## src/rtl/hazard_unit_if.sv

```systemverilog
// Decode-side inputs and hazard/forward control outputs of hazard_unit.
// master = pipeline datapath, slave = hazard_unit.
interface hazard_unit_if;
  logic        d_valid;
  logic [3:0]  d_rn;
  logic [3:0]  d_rm;
  logic [3:0]  d_rd;
  logic        d_regwrite;
  logic        d_memtoreg;
  logic        branch_taken_e;
  logic        mem_wait;
  logic [1:0]  fwd_a_e;
  logic [1:0]  fwd_b_e;
  logic        stall_f;
  logic        stall_d;
  logic        flush_d;
  logic        flush_e;
  logic        freeze;
  logic [15:0] stall_cnt;
  logic [15:0] flush_cnt;

  modport master (
    output d_valid, d_rn, d_rm, d_rd, d_regwrite, d_memtoreg,
    output branch_taken_e, mem_wait,
    input  fwd_a_e, fwd_b_e, stall_f, stall_d, flush_d, flush_e, freeze,
    input  stall_cnt, flush_cnt
  );

  modport slave (
    input  d_valid, d_rn, d_rm, d_rd, d_regwrite, d_memtoreg,
    input  branch_taken_e, mem_wait,
    output fwd_a_e, fwd_b_e, stall_f, stall_d, flush_d, flush_e, freeze,
    output stall_cnt, flush_cnt
  );
endinterface

```

## src/rtl/hazard_unit.sv

```systemverilog
// Stall/flush/forward controller for the 5-stage core (EX/MEM/WB tracking slots).
// Optional HAZARD_PERF_EN adds saturating stall/flush performance counters.
module hazard_unit (
  input  logic          clk,
  input  logic          reset,
  hazard_unit_if.slave  hif
);

  localparam logic [3:0] PC_REG  = 4'd15;
  localparam logic [1:0] SEL_RF  = 2'b00;
  localparam logic [1:0] SEL_WB  = 2'b01;
  localparam logic [1:0] SEL_MEM = 2'b10;

  logic       ex_valid_reg, ex_regwrite_reg, ex_memtoreg_reg;
  logic [3:0] ex_rd_reg, ex_rn_reg, ex_rm_reg;
  logic       mem_valid_reg, mem_regwrite_reg, mem_memtoreg_reg;
  logic [3:0] mem_rd_reg;
  logic       wb_valid_reg, wb_regwrite_reg, wb_memtoreg_reg;
  logic [3:0] wb_rd_reg;

  logic       ex_valid_next, ex_regwrite_next, ex_memtoreg_next;
  logic [3:0] ex_rd_next, ex_rn_next, ex_rm_next;

  logic       active;
  logic       lwstall;
  logic       stall_int;
  logic       flush_e_int;
  logic       flush_d_int;
  logic       mem_fwd_ok, wb_fwd_ok;

  logic [1:0][3:0] ex_src;
  logic [1:0][1:0] fwd_sel;

  // Reset overrides mem_wait: outputs go quiet and slots clear on that edge.
  assign active = ~reset & ~hif.mem_wait;

  assign lwstall = ex_valid_reg & ex_memtoreg_reg & (ex_rd_reg != PC_REG) & hif.d_valid &
                   ((ex_rd_reg == hif.d_rn) | (ex_rd_reg == hif.d_rm));

  // A taken branch squashes the would-be stalled instruction, so no stall then.
  assign stall_int   = active & lwstall & ~hif.branch_taken_e;
  assign flush_e_int = active & (lwstall | hif.branch_taken_e);
  assign flush_d_int = active & hif.branch_taken_e;

  assign mem_fwd_ok = mem_valid_reg & mem_regwrite_reg;
  assign wb_fwd_ok  = wb_valid_reg & wb_regwrite_reg;

  assign ex_src[0] = ex_rn_reg;
  assign ex_src[1] = ex_rm_reg;

  generate
    for (genvar gi = 0; gi < 2; gi++) begin : g_fwd
      assign fwd_sel[gi] =
          (reset || ex_src[gi] == PC_REG)             ? SEL_RF  :
          (mem_fwd_ok && mem_rd_reg == ex_src[gi])    ? SEL_MEM :
          (wb_fwd_ok && wb_rd_reg == ex_src[gi])      ? SEL_WB  :
                                                        SEL_RF;
    end
  endgenerate

  assign hif.fwd_a_e = fwd_sel[0];
  assign hif.fwd_b_e = fwd_sel[1];
  assign hif.stall_f = stall_int;
  assign hif.stall_d = stall_int;
  assign hif.flush_d = flush_d_int;
  assign hif.flush_e = flush_e_int;
  assign hif.freeze  = hif.mem_wait & ~reset;

  always_comb begin
    ex_valid_next    = 1'b0;
    ex_regwrite_next = 1'b0;
    ex_memtoreg_next = 1'b0;
    ex_rd_next       = 4'd0;
    ex_rn_next       = 4'd0;
    ex_rm_next       = 4'd0;
    if (!flush_e_int) begin
      ex_valid_next    = hif.d_valid;
      ex_regwrite_next = hif.d_regwrite;
      ex_memtoreg_next = hif.d_memtoreg;
      ex_rd_next       = hif.d_rd;
      ex_rn_next       = hif.d_rn;
      ex_rm_next       = hif.d_rm;
    end
  end

  always_ff @(posedge clk) begin
    if (reset) begin
      ex_valid_reg     <= 1'b0;
      ex_regwrite_reg  <= 1'b0;
      ex_memtoreg_reg  <= 1'b0;
      ex_rd_reg        <= 4'd0;
      ex_rn_reg        <= 4'd0;
      ex_rm_reg        <= 4'd0;
      mem_valid_reg    <= 1'b0;
      mem_regwrite_reg <= 1'b0;
      mem_memtoreg_reg <= 1'b0;
      mem_rd_reg       <= 4'd0;
      wb_valid_reg     <= 1'b0;
      wb_regwrite_reg  <= 1'b0;
      wb_memtoreg_reg  <= 1'b0;
      wb_rd_reg        <= 4'd0;
    end else if (!hif.mem_wait) begin
      ex_valid_reg     <= ex_valid_next;
      ex_regwrite_reg  <= ex_regwrite_next;
      ex_memtoreg_reg  <= ex_memtoreg_next;
      ex_rd_reg        <= ex_rd_next;
      ex_rn_reg        <= ex_rn_next;
      ex_rm_reg        <= ex_rm_next;
      mem_valid_reg    <= ex_valid_reg;
      mem_regwrite_reg <= ex_regwrite_reg;
      mem_memtoreg_reg <= ex_memtoreg_reg;
      mem_rd_reg       <= ex_rd_reg;
      wb_valid_reg     <= mem_valid_reg;
      wb_regwrite_reg  <= mem_regwrite_reg;
      wb_memtoreg_reg  <= mem_memtoreg_reg;
      wb_rd_reg        <= mem_rd_reg;
    end
  end

`ifdef HAZARD_PERF_EN
  logic [15:0] stall_cnt_reg, flush_cnt_reg;

  always_ff @(posedge clk) begin
    if (reset) begin
      stall_cnt_reg <= 16'd0;
      flush_cnt_reg <= 16'd0;
    end else if (!hif.mem_wait) begin
      if (stall_int && stall_cnt_reg != 16'hFFFF)
        stall_cnt_reg <= stall_cnt_reg + 16'd1;
      if (hif.branch_taken_e && flush_cnt_reg != 16'hFFFF)
        flush_cnt_reg <= flush_cnt_reg + 16'd1;
    end
  end

  assign hif.stall_cnt = stall_cnt_reg;
  assign hif.flush_cnt = flush_cnt_reg;
`else
  assign hif.stall_cnt = 16'd0;
  assign hif.flush_cnt = 16'd0;
`endif

endmodule
```

## src/flat_wrapper.sv

```systemverilog
// flat-port wrapper written by rule: the top's interface ports become plain ports
module hazard_unit_flat 
  (clk, reset, hif_d_valid, hif_d_rn, hif_d_rm, hif_d_rd, hif_d_regwrite, hif_d_memtoreg, hif_branch_taken_e, hif_mem_wait, hif_fwd_a_e, hif_fwd_b_e, hif_stall_f, hif_stall_d, hif_flush_d, hif_flush_e, hif_freeze, hif_stall_cnt, hif_flush_cnt);
  hazard_unit_if hif_i ();
  input  logic clk;
  input  logic reset;
  input wire logic [$bits(hif_i.d_valid)-1:0] hif_d_valid;
  input wire logic [$bits(hif_i.d_rn)-1:0] hif_d_rn;
  input wire logic [$bits(hif_i.d_rm)-1:0] hif_d_rm;
  input wire logic [$bits(hif_i.d_rd)-1:0] hif_d_rd;
  input wire logic [$bits(hif_i.d_regwrite)-1:0] hif_d_regwrite;
  input wire logic [$bits(hif_i.d_memtoreg)-1:0] hif_d_memtoreg;
  input wire logic [$bits(hif_i.branch_taken_e)-1:0] hif_branch_taken_e;
  input wire logic [$bits(hif_i.mem_wait)-1:0] hif_mem_wait;
  output wire logic [$bits(hif_i.fwd_a_e)-1:0] hif_fwd_a_e;
  output wire logic [$bits(hif_i.fwd_b_e)-1:0] hif_fwd_b_e;
  output wire logic [$bits(hif_i.stall_f)-1:0] hif_stall_f;
  output wire logic [$bits(hif_i.stall_d)-1:0] hif_stall_d;
  output wire logic [$bits(hif_i.flush_d)-1:0] hif_flush_d;
  output wire logic [$bits(hif_i.flush_e)-1:0] hif_flush_e;
  output wire logic [$bits(hif_i.freeze)-1:0] hif_freeze;
  output wire logic [$bits(hif_i.stall_cnt)-1:0] hif_stall_cnt;
  output wire logic [$bits(hif_i.flush_cnt)-1:0] hif_flush_cnt;
  assign hif_i.d_valid = hif_d_valid;
  assign hif_i.d_rn = hif_d_rn;
  assign hif_i.d_rm = hif_d_rm;
  assign hif_i.d_rd = hif_d_rd;
  assign hif_i.d_regwrite = hif_d_regwrite;
  assign hif_i.d_memtoreg = hif_d_memtoreg;
  assign hif_i.branch_taken_e = hif_branch_taken_e;
  assign hif_i.mem_wait = hif_mem_wait;
  assign hif_fwd_a_e = hif_i.fwd_a_e;
  assign hif_fwd_b_e = hif_i.fwd_b_e;
  assign hif_stall_f = hif_i.stall_f;
  assign hif_stall_d = hif_i.stall_d;
  assign hif_flush_d = hif_i.flush_d;
  assign hif_flush_e = hif_i.flush_e;
  assign hif_freeze = hif_i.freeze;
  assign hif_stall_cnt = hif_i.stall_cnt;
  assign hif_flush_cnt = hif_i.flush_cnt;
  hazard_unit u_core (.clk(clk), .reset(reset), .hif(hif_i));
endmodule
```

## config.mk

```make
export PLATFORM = sky130hd
export DESIGN_NAME = hazard_unit_flat
export DESIGN_NICKNAME = d
export VERILOG_FILES = /design/src/rtl/hazard_unit_if.sv /design/src/rtl/hazard_unit.sv /design/src/flat_wrapper.sv
export SDC_FILE = /design/constraint.sdc
export NUM_CORES = 1
export LEC_CHECK = 0
export ABC_AREA = 1
export BUFFER_PORTS_ARGS = -buffer_cell sky130_fd_sc_hd__buf_2
export CELL_PAD_IN_SITES_DETAIL_PLACEMENT = 0
export CELL_PAD_IN_SITES_GLOBAL_PLACEMENT = 1
export CORE_MARGIN = 3
export CORE_UTILIZATION = 30
export CTS_CLUSTER_DIAMETER = 100
export DETAILED_ROUTE_END_ITERATION = 10
export PLACE_DENSITY_LB_ADDON = 0.1
export SLEW_MARGIN = 20
export SYNTH_ARGS = -nofsm -noshare
export SYNTH_HDL_FRONTEND = slang
export SYNTH_SLANG_ARGS = --single-unit
```

## constraint.sdc

```tcl
create_clock -name clk -period 1.26 [get_ports clk]
set_input_delay 0.252 -clock clk [delete_from_list [all_inputs] [get_ports clk]]
set_output_delay 0.252 -clock clk [all_outputs]
set_load 0.01 [all_outputs]
```

==> results of run 1 <==
[metal layers]
metal  wire (microns)  up-vias  global-route usage, %
met5                0        -                      0
met4               39        0                   1.69
met3              185        4                   3.07
met2             2000       34                   22.1
met1             2090      707                   18.1
li1                 -      859                      -
[kinds of logic after synthesis]
kind of cell / Yosys count / synth area share, %
DFF: 27 / 31.6
and+or+nand+nor: 134 / 33.6
AOI/OAI and AO/OA: 19 / 6.01
other: 1 / 0.220
xor gates and xnor gates: 9 / 4.62
buffers and inverters: 73 / 24.0
[what timing repair did]
item                       in CTS  in global routing
gates resized for setup        26                 38
setup endpoints to repair      21                 21
setup buffers                   1                  5
gates cloned                    1                  0
hold buffers                    0                  0
pin swaps                       5                 13
[through the flow]
step                      setup WS [ns]  hold slack, ns  TNS (ns)  util (%)
after floorplan                  -0.134           0.426    -0.136         -
after global placement           -0.169           0.443     -2.63      37.7
after detailed placement         -0.149           0.443     -2.21      37.7
after CTS                        -0.367           0.270     -2.87      40.4
after global routing             -0.446           0.300     -5.87      43.5
final                            -0.356           0.275     -3.96      43.5
[critical path, cell delays in order (launching register included)]
cell     delay [ns]
dfxtp_4        0.39
inv_4          0.04
nand2_2        0.04
nand2_1        0.05
nor2_1         0.10
nand2_1        0.07
nand2_2        0.08
nand2_4        0.07
nor2_4         0.13
buf_6          0.11
[power by group]
group	switching, W	internal, W
sequential	0.0000484	0.000887
combinational	0.000207	0.000165
clock	0.000293	0.000225
total	0.000548	0.00128
[cells in the final DEF, fill, tap and decap left out, types with 2 or more instances in the layout]
cell type and n:
conb_1 32, xor2_1 7, clkbuf_8 3, nor3_1 2
inv_2 4, inv_4 4, buf_6 3, dfxtp_2 12
buf_2 25, nor2_1 25, nor3_2 3, nand3_1 12
nand2_2 9, o22ai_2 2, nand2_1 67, nand4_1 2
nor2_4 2, o22ai_1 4, buf_4 31, nand3_2 8
dfxtp_1 7, dfxtp_4 8, a21oi_2 2, o21ai_0 8
inv_1 25
[final cells by class]
| class | count | area [sq um] | area share [%] |
|---|---|---|---|
| Timing Repair Buffer | 62 | 459 | 19.9 |
| Inverter | 34 | 138 | 5.97 |
| Tap cell | 70 | 87.6 | 3.80 |
| Clock inverter | 1 | 7.51 | 0.326 |
| Sequential cell | 27 | 586 | 25.4 |
| Multi-Input combinational cell | 194 | 986 | 42.8 |
| Clock buffer | 3 | 41.3 | 1.79 |
[cell usage after synthesis]
master and instances:
nand4_1 2, nand3_1 18, nand2_1 74, nor2_4 1, xnor2_1 2, inv_1 33, buf_6 1, o21ai_0 10
a21oi_1 3, nor2b_1 1, conb_1 1, xor2_1 7, clkinv_1 1, nor3_1 5, nand3_2 2, nand2_2 3
o22ai_1 6, dfxtp_1 27, nor3b_1 1, clkbuf_1 2, nor2_1 26, and3_1 1, buf_2 3, buf_4 33
[worst min path at each step]
stage | from | end | slack, ns | depth (start not counted)
CTS | hif_d_rd[3] | u_core.ex_rd_reg[3] | 0.27 | 5
finish | hif_d_rd[3] | u_core.ex_rd_reg[3] | 0.27 | 5
global placement | u_core.ex_regwrite_reg | u_core.ex_regwrite_reg | 0.44 | 2
floorplan | u_core.ex_regwrite_reg | u_core.ex_regwrite_reg | 0.43 | 2
global route | hif_d_memtoreg | u_core.ex_memtoreg_reg | 0.30 | 5
detailed placement | u_core.ex_regwrite_reg | u_core.ex_regwrite_reg | 0.44 | 2
==> impl_results.md, run 1 <==
- Final setup vio count: 21
- DRT iter0 DRCs: 30
- Worst r2r src: u_core.ex_rd_reg[0]
- Worst R2R End: u_core.ex_rm_reg[3]
- Root buffer cell: clkbuf_8
- Final GP Congestion: 0.777
- Area grow syn2layout: 34.9%
- Final Cell Area: ~2300 sq um
- Crit path capture type: output pin
- Flop2flop setup slack: -0.20 ns
- Area leader, netlist: dfxtp_1
- Initial Utilization: approximately a third
- Diode count: 0
- Worst-Skew Late Latency: 0.27 ns
- Die area: 6630 sq um
- Fin Clk Skew: 0.00143 ns
- IO Port Bufs: 27
- Final slew viol count: 0
- Clk sink count: 27
- Largest net degree at the start of global routing: 22
- #FFs+latches synth: 27
- Initial antenna violation count: 0
- Total chip power: 0.00182 W
- Routed WL: approximately 4.3 mm
- Die span in y: slightly above 80 microns
- Site Rows: 26
- WS Path Type: flop to output pin
- Vias per cell: around 4.1
- Nets@finish: 341
- Avg Cell Area, Syn: 6.49 sq um
- Pwr Density: roughly 790 nW/um^2
- Total number of H-tree levels: 1
- CTS Buffer Depth: 2
- Failing checks: negative setup slack
- Highest Clock Rate: 0.619 GHz
- Inst Count DP: between 300 and 400
- Area post-placement: 2000 sq um
- Critical path fanouts, max: 5
- Synth Instances: 263
- Result of the run: complete, but fails checks
- Antenna-violating nets left: 0
- Final hold vios: 0
- Fill count: 584
- Ratio of cells with drive above 1 in the final layout: between 30% and 40%
- RSZ-0062 raised after global routing: true
- YS warnings: 0
- CP Launch Point: u_core.ex_rd_reg[0]
- Peak VDD IR: between 0.4 and 0.5 mV
- Non-Filler Instances: 391
- Core area: around 5300 sq um
- Minimum clock period: about 1.6 ns
- Signal arrival time at the worst endpoint: 1.36 ns
- First-pass GRT wire length: about 7 mm
- Sequential share of the synthesized area: 31.6%
- Final setup margin: -0.356 ns
- Hold Path Class: input port to flop
- Required @ worst endpoint: roughly 1 ns
- Clk slew on worst S/H paths: roughly 0.10 ns
- Vias in the first global route: approximately 1500
- Cell Area, Synth: roughly 1700 sq um
- Drc violations: 0
- Gr ovfl total: 0
- P_leak: between 1 and 1.5 nW
- Total GRT Usage: a little over an eighth
- Post-DP HPWL: 3.31 mm
- Max-cap violations: 0
- Die X-Extent: about 81 microns
- CTS tree: built
- CP startpoint kind: flop
- Post-synth top area share: about a third
- Critical Path End: hif_stall_d
- Yosys cell types: 24
- Wire length per cell: between 10 and 15 microns
- Synth top area cells: dfxtp_1 32%, nand2_1 16%, buf_4 15%
- TritonCTS Buffers: 3
- TritonRoute pass-1 iters: 4
- # IOs: 60
- Via count: ~1600
- Worst R2R Path Depth: 11
- Final period util: 128%
Power figures use the tool's default switching activity.
==> run 2, diff against run 1 <==
Settings changed: CORE_UTILIZATION 30 to 34, SKIP_CTS_REPAIR_TIMING set to 1.
Clock period 1.26 ns to 1.7 ns, I/O delays scaled along.
==> run 2 against run 1 <==
The flow still finishes with violations (negative setup slack); die area fell by 11%; flip-flop and latch count did not move; clock power fell by 26%; sequential share of layout area rose by 3.5 points; combinational power fell by 38%; first-iteration DRC count rose by 100%; power fell by 28%; core utilization fell by 2.0 points; register-to-register slack improved by 0.54 ns; non-clock buffer count fell by 24; sequential power fell by 26%; critical endpoint unchanged; highest routed layer unchanged.
==> impl_results.md, run 2 (same netlist as run 1, synthesis figures left out) <==
- Result of the run: complete, but fails checks
- Failing checks: negative setup slack
- Worst r2r src: u_core.ex_rd_reg[1]
- Vias per cell: between 4 and 5
- Crit path cell chain: inv_4, nand2_1, nand2_1, nor2_1, nand2_1, nand2_1, nand2_2, nor2_2, buf_2
- CP Launch Point: u_core.ex_rd_reg[0]
- Minimum clock period: between 1.5 and 2 ns
- Die span in y: 76.9 microns
- Met1 usage: between 10% and 20%
- Signal arrival time at the worst endpoint: around 1.4 ns
- Diode count: 0
- Post-DP HPWL: 3.11 mm
- Flop2flop setup slack: between 0.3 and 0.4 ns
- CTS tree: built
- TritonRoute pass-1 iters: 4
- # IOs: 60
- Fill count: around 550
- Final setup margin: -0.0276 ns
- Drc violations: 0
- Hold Path Origin: hif_d_rd[1]
- Largest net degree at the start of global routing: 22
- Antenna-violating nets left: 0
- Hold Path Class: input port to flop
- Min Hold Slack: roughly 0.37 ns
- Max-cap violations: 0
- Commonest non-fill, non-tap cells in the layout: 74 x nand2_1, 32 x conb_1, 27 x buf_2, 24 x nor2_1, 24 x inv_1
- Peak VDD IR: roughly 0.43 mV
- CTS Buffer Depth: 2
- GR Util met3: between 2 and 3%
- Final period util: 102%
- Post-Route Utilization: between 40% and 50%
- Area grow syn2layout: 16.2%
- Routed WL: between 4 and 5 mm
- P_leak: 1.05 nW
- RSZ-0062 raised after global routing: true
- Initial antenna violation count: 0
- Vias in the first global route: 1394
- Pwr Density: 658 nW/um^2
- Final slew viol count: 0
- Site Rows: 25
- Die X-Extent: 76.9 microns
- GR Layer Usage met2: 23.3%
- Total GRT Usage: between 10 and 15%
- Clk sink count: 27
- Nets@finish: approximately 320
- Commonest non-fill, non-tap cell in the layout: nand2_1
- Final setup vio count: 3
- Wire length per cell: 11.3 microns
- Fin Clk Skew: roughly 0.0067 ns
- Inst Count DP: 355
- Critical path buffers and inverters: 2
- Final hold vios: 0
- Total number of H-tree levels: 1
- Die area: 5910 sq um
- WS Path Type: flop to output pin
- Gr ovfl total: 0
- Initial Utilization: approximately 36%
- Total chip power: approximately 0.0013 W
- First-pass GRT wire length: 6.62 mm
- Clk slew on worst S/H paths: about 0.10 ns
- Pre-CTS WS: between 0.1 and 0.15 ns
- CP startpoint kind: flop
- Root buffer cell: clkbuf_8
- Worst-Skew Late Latency: approximately 0.28 ns
- IO Port Bufs: 27
- Grt peak-use layer: met2
- Crit path max-delay family: simple AND/OR/NAND/NOR gates
- Non-Filler Instances: around 360
- Core area: approximately 4800 sq um
- Slowest-stage cell, CP: dfxtp_4
- Critical path fanouts, max: 5
- Critical path's largest stage delay: 0.39 ns
- Most frequent CP cell: nand2_1
- Highest Clock Rate: about 0.58 GHz
- Via count: 1500
- Final GP Congestion: 0.769
- Crit path capture type: output pin
- Required @ worst endpoint: roughly 1.4 ns
- TritonCTS Buffers: 3
- Ratio of cells with drive above 1 in the final layout: between 20% and 30%
- DRT iter0 DRCs: just over 60
run 2: changes by cell type in the layout (fill, tap and decap cells not counted), moves of 6 or more:
cell     previous run  this run
dfxtp_1             7        13
buf_4              31        10
nand2_1            67        74
nand2_2             9         3
run 2: worst reg2reg max path: stages, from the launching register on:
cell     delay (ns)
dfxtp_2        0.37
inv_2          0.05
buf_4          0.13
nor3_2         0.17
nor2_1         0.07
nand2_2        0.11
buf_4          0.22
nand3_1        0.11
nand2_1        0.07
run 2: metrics by stage:
step | instance area [sq um] | setup TNS (ns)
after floorplan | 1820 | 0
final | 1980 | -0.0620
after global routing | 1980 | -0.483
after global placement | 1820 | 0
after detailed placement | 1820 | 0
after CTS | 1870 | -0.579
run 2: power breakdown:
group	switching, W	total, W	internal (W)
logic	0.000141	0.000230	0.0000885
clock network	0.000217	0.000384	0.000167
registers	0.0000342	0.000693	0.000659
total	0.000392	0.00131	0.000914
run 2: final cells by class:
type | count | area (sq um) | area share [%]
Clock buffer | 3 | 41.3 | 2.08
Tap cell | 67 | 83.8 | 4.22
Multi-Input combinational cell | 194 | 916 | 46.2
Timing Repair Buffer | 38 | 230 | 11.6
Sequential cell | 27 | 573 | 28.9
Inverter | 34 | 133 | 6.68
Clock inverter | 1 | 7.51 | 0.378
run 2: layer usage:
| layer | up-vias | routed length, microns | share of wire (%) |
|---|---|---|---|
| met2 | 37 | 1890 | 46 |
| met3 | 2 | 179 | 4.3 |
| met1 | 649 | 2030 | 49 |
| met4 | 0 | 19 | 0.46 |
| li1 | 812 | - | - |
| met5 | - | 0 | 0 |
run 2: path summary, 6_finish.rpt:
path,endpoint,depth (start not counted)
worst min register to register,u_core.ex_memtoreg_reg,2
worst min-delay path,u_core.ex_rd_reg[1],5
worst max register to register,u_core.ex_rn_reg[2],8
worst max-delay path,hif_stall_d,9
==> run 3, diff against run 2 <==
Settings changed: CORE_ASPECT_RATIO set to 2.
==> run 3 against run 2 <==
The flow still finishes with violations (negative setup slack); via count grew 2.5%; hold slack lost 0.0045 ns; maximum frequency up 0.93%; critical path depth unchanged; largest cell class unchanged; sequential power about the same; first-iteration DRC count decreased by 72%; count of clock-buffer cells in the layout stayed put; register-to-register slack gained 0.06 ns.
==> impl_results.md, run 3 (same netlist as run 1, synthesis figures left out) <==
- Result of the run: complete, but fails checks
- Failing checks: negative setup slack
- CTS tree: built
- Drc violations: 0
- Inst Count DP: 344
- Clk slew on worst S/H paths: 0.10 ns
- Minimum clock period: ~1.7 ns
- Required @ worst endpoint: roughly 1.4 ns
- Final setup vio count: 2
- Hold Path Class: input port to flop
- CP startpoint kind: flop
- Antenna-violating nets left: 0
- Max-cap violations: 0
- Worst r2r src: u_core.ex_rd_reg[1]
- Via count: 1537
- Crit path capture type: output pin
- CTS Buffer Depth: 2
- Critical Path End: hif_stall_f
- Gr ovfl total: 0
- Vias in the first global route: roughly 1400
- Non-Filler Instances: ~350
- Diode count: 0
- Vias per cell: around 4.4
- Routed WL: just over 4 mm
- Worst R2R Path Depth: 10
- WS Path Type: flop to output pin
- Largest net degree at the start of global routing: 22
- GR Layer Usage met2: roughly 27%
- IO Port Bufs: 27
- Initial Utilization: 36.1%
- Wire length per cell: about 12 microns
- Initial antenna violation count: 0
- Die span in y: approximately 110 microns
- Final setup margin: -0.0116 ns
- Critical path fanouts, max: 3
- Die area: slightly below 6000 sq um
- Ratio of cells with drive above 1 in the final layout: 31.3%
- Core area: roughly 4700 sq um
- TritonRoute pass-1 iters: 4
- Commonest non-fill, non-tap cell in the layout: nand2_1
- P_leak: 1.05 nW
- Total number of H-tree levels: 1
- Commonest non-fill, non-tap cells in the layout: 70 x nand2_1, 32 x conb_1, 27 x buf_2, 24 x inv_1, 23 x nor2_1
- CP Launch Point: u_core.ex_rd_reg[1]
- Post-DP HPWL: between 3 and 4 mm
- Area grow syn2layout: 15.8%
- Die X-Extent: roughly 56 microns
- DRT iter0 DRCs: 17
- Final slew viol count: 0
- Met1 usage: 15.2%
- Nets@finish: approximately 310
- Flop2flop setup slack: approximately 0.40 ns
- Highest Clock Rate: between 0.5 and 0.6 GHz
- Final GP Congestion: between 0.7 and 0.8
- Worst-Skew Late Latency: roughly 0.28 ns
- RSZ-0062 raised after global routing: true
- Worst R2R End: u_core.ex_rn_reg[0]
- First-pass GRT wire length: ~6.5 mm
- # IOs: 60
- Final period util: 101%
- Site Rows: 35
- Total GRT Usage: 14.0%
- Clk sink count: 27
- Root buffer cell: clkbuf_8
- TritonCTS Buffers: 3
- Signal arrival time at the worst endpoint: 1.37 ns
- Fin Clk Skew: 0.0121 ns
- Pwr Density: approximately 650 nW/um^2
- GR Util met3: roughly 1.5%
- Total negative slack: -0.0226 ns
- Peak VDD IR: 0.371 mV
- Grt peak-use layer: met2
- Final hold vios: 0
[run 3: changes by cell type in the layout (fill, tap and decap cells not counted), moves of 2 or more]
cell and change:
nand2_1 -4, buf_4 -2, dfxtp_2 +3, dfxtp_1 -5
nor3_2 +3, nor3_1 -3, dfxtp_4 +2, nand2_2 +4
[run 3: layout make-up]
cell class                      count  area, sq um
Sequential cell                    27          584
Multi-Input combinational cell    194          951
Clock buffer                        3         41.3
Timing Repair Buffer               35          195
Fill cell                         537         2750
Tap cell                           55         68.8
Clock inverter                      1         5.00
Inverter                           34          133
[run 3: how the worst min path moves through the flow]
stage,to,startpoint,cells past startpoint
after floorplan,u_core.ex_regwrite_reg,u_core.ex_regwrite_reg,2
after global placement,u_core.ex_memtoreg_reg,u_core.ex_memtoreg_reg,2
after detailed placement,u_core.ex_memtoreg_reg,u_core.ex_memtoreg_reg,2
after CTS,u_core.ex_rd_reg[3],hif_d_rd[3],5
after global routing,u_core.ex_rd_reg[3],hif_d_rd[3],5
final,u_core.ex_rd_reg[3],hif_d_rd[3],5
[run 3: power by group]
part / internal, W / total, W / switching [W] / leakage (nW)
combinational: 0.0000861 / 0.000232 / 0.000146 / 0.790
clock: 0.000164 / 0.000370 / 0.000206 / 0.0255
sequential: 0.000657 / 0.000691 / 0.0000334 / 0.231
total: 0.000908 / 0.00129 / 0.000386 / 1.05
[run 3: routing by layer]
layer	up-vias	part of all wire [%]
li1	810	-
met1	684	38
met2	39	56
met3	4	4.0
met4	0	1.4
met5	-	0
[run 3: metrics by stage]
step                util (%)  hold WS [ns]  worst slack (ns)  cell area, sq um  power, W
finish                  41.8         0.362           -0.0116              1980   0.00129
global route            41.8         0.377            -0.128              1980   0.00136
CTS                     39.0         0.371            -0.137              1850   0.00129
detailed placement      38.0         0.447             0.126              1800  0.000919
global placement        38.0         0.444             0.142              1800  0.000918
floorplan                  -         0.426           0.00447              1820  0.000898
[run 3: critical path, cell delays in order, from the launching register on]
cell and delay (ns):
dfxtp_2 0.33, buf_4 0.13, nand2_1 0.05, nand2_1 0.06
nor2_2 0.09, nand2_1 0.06, nand2_2 0.08, nand2_2 0.07
nor2_2 0.11, buf_2 0.13
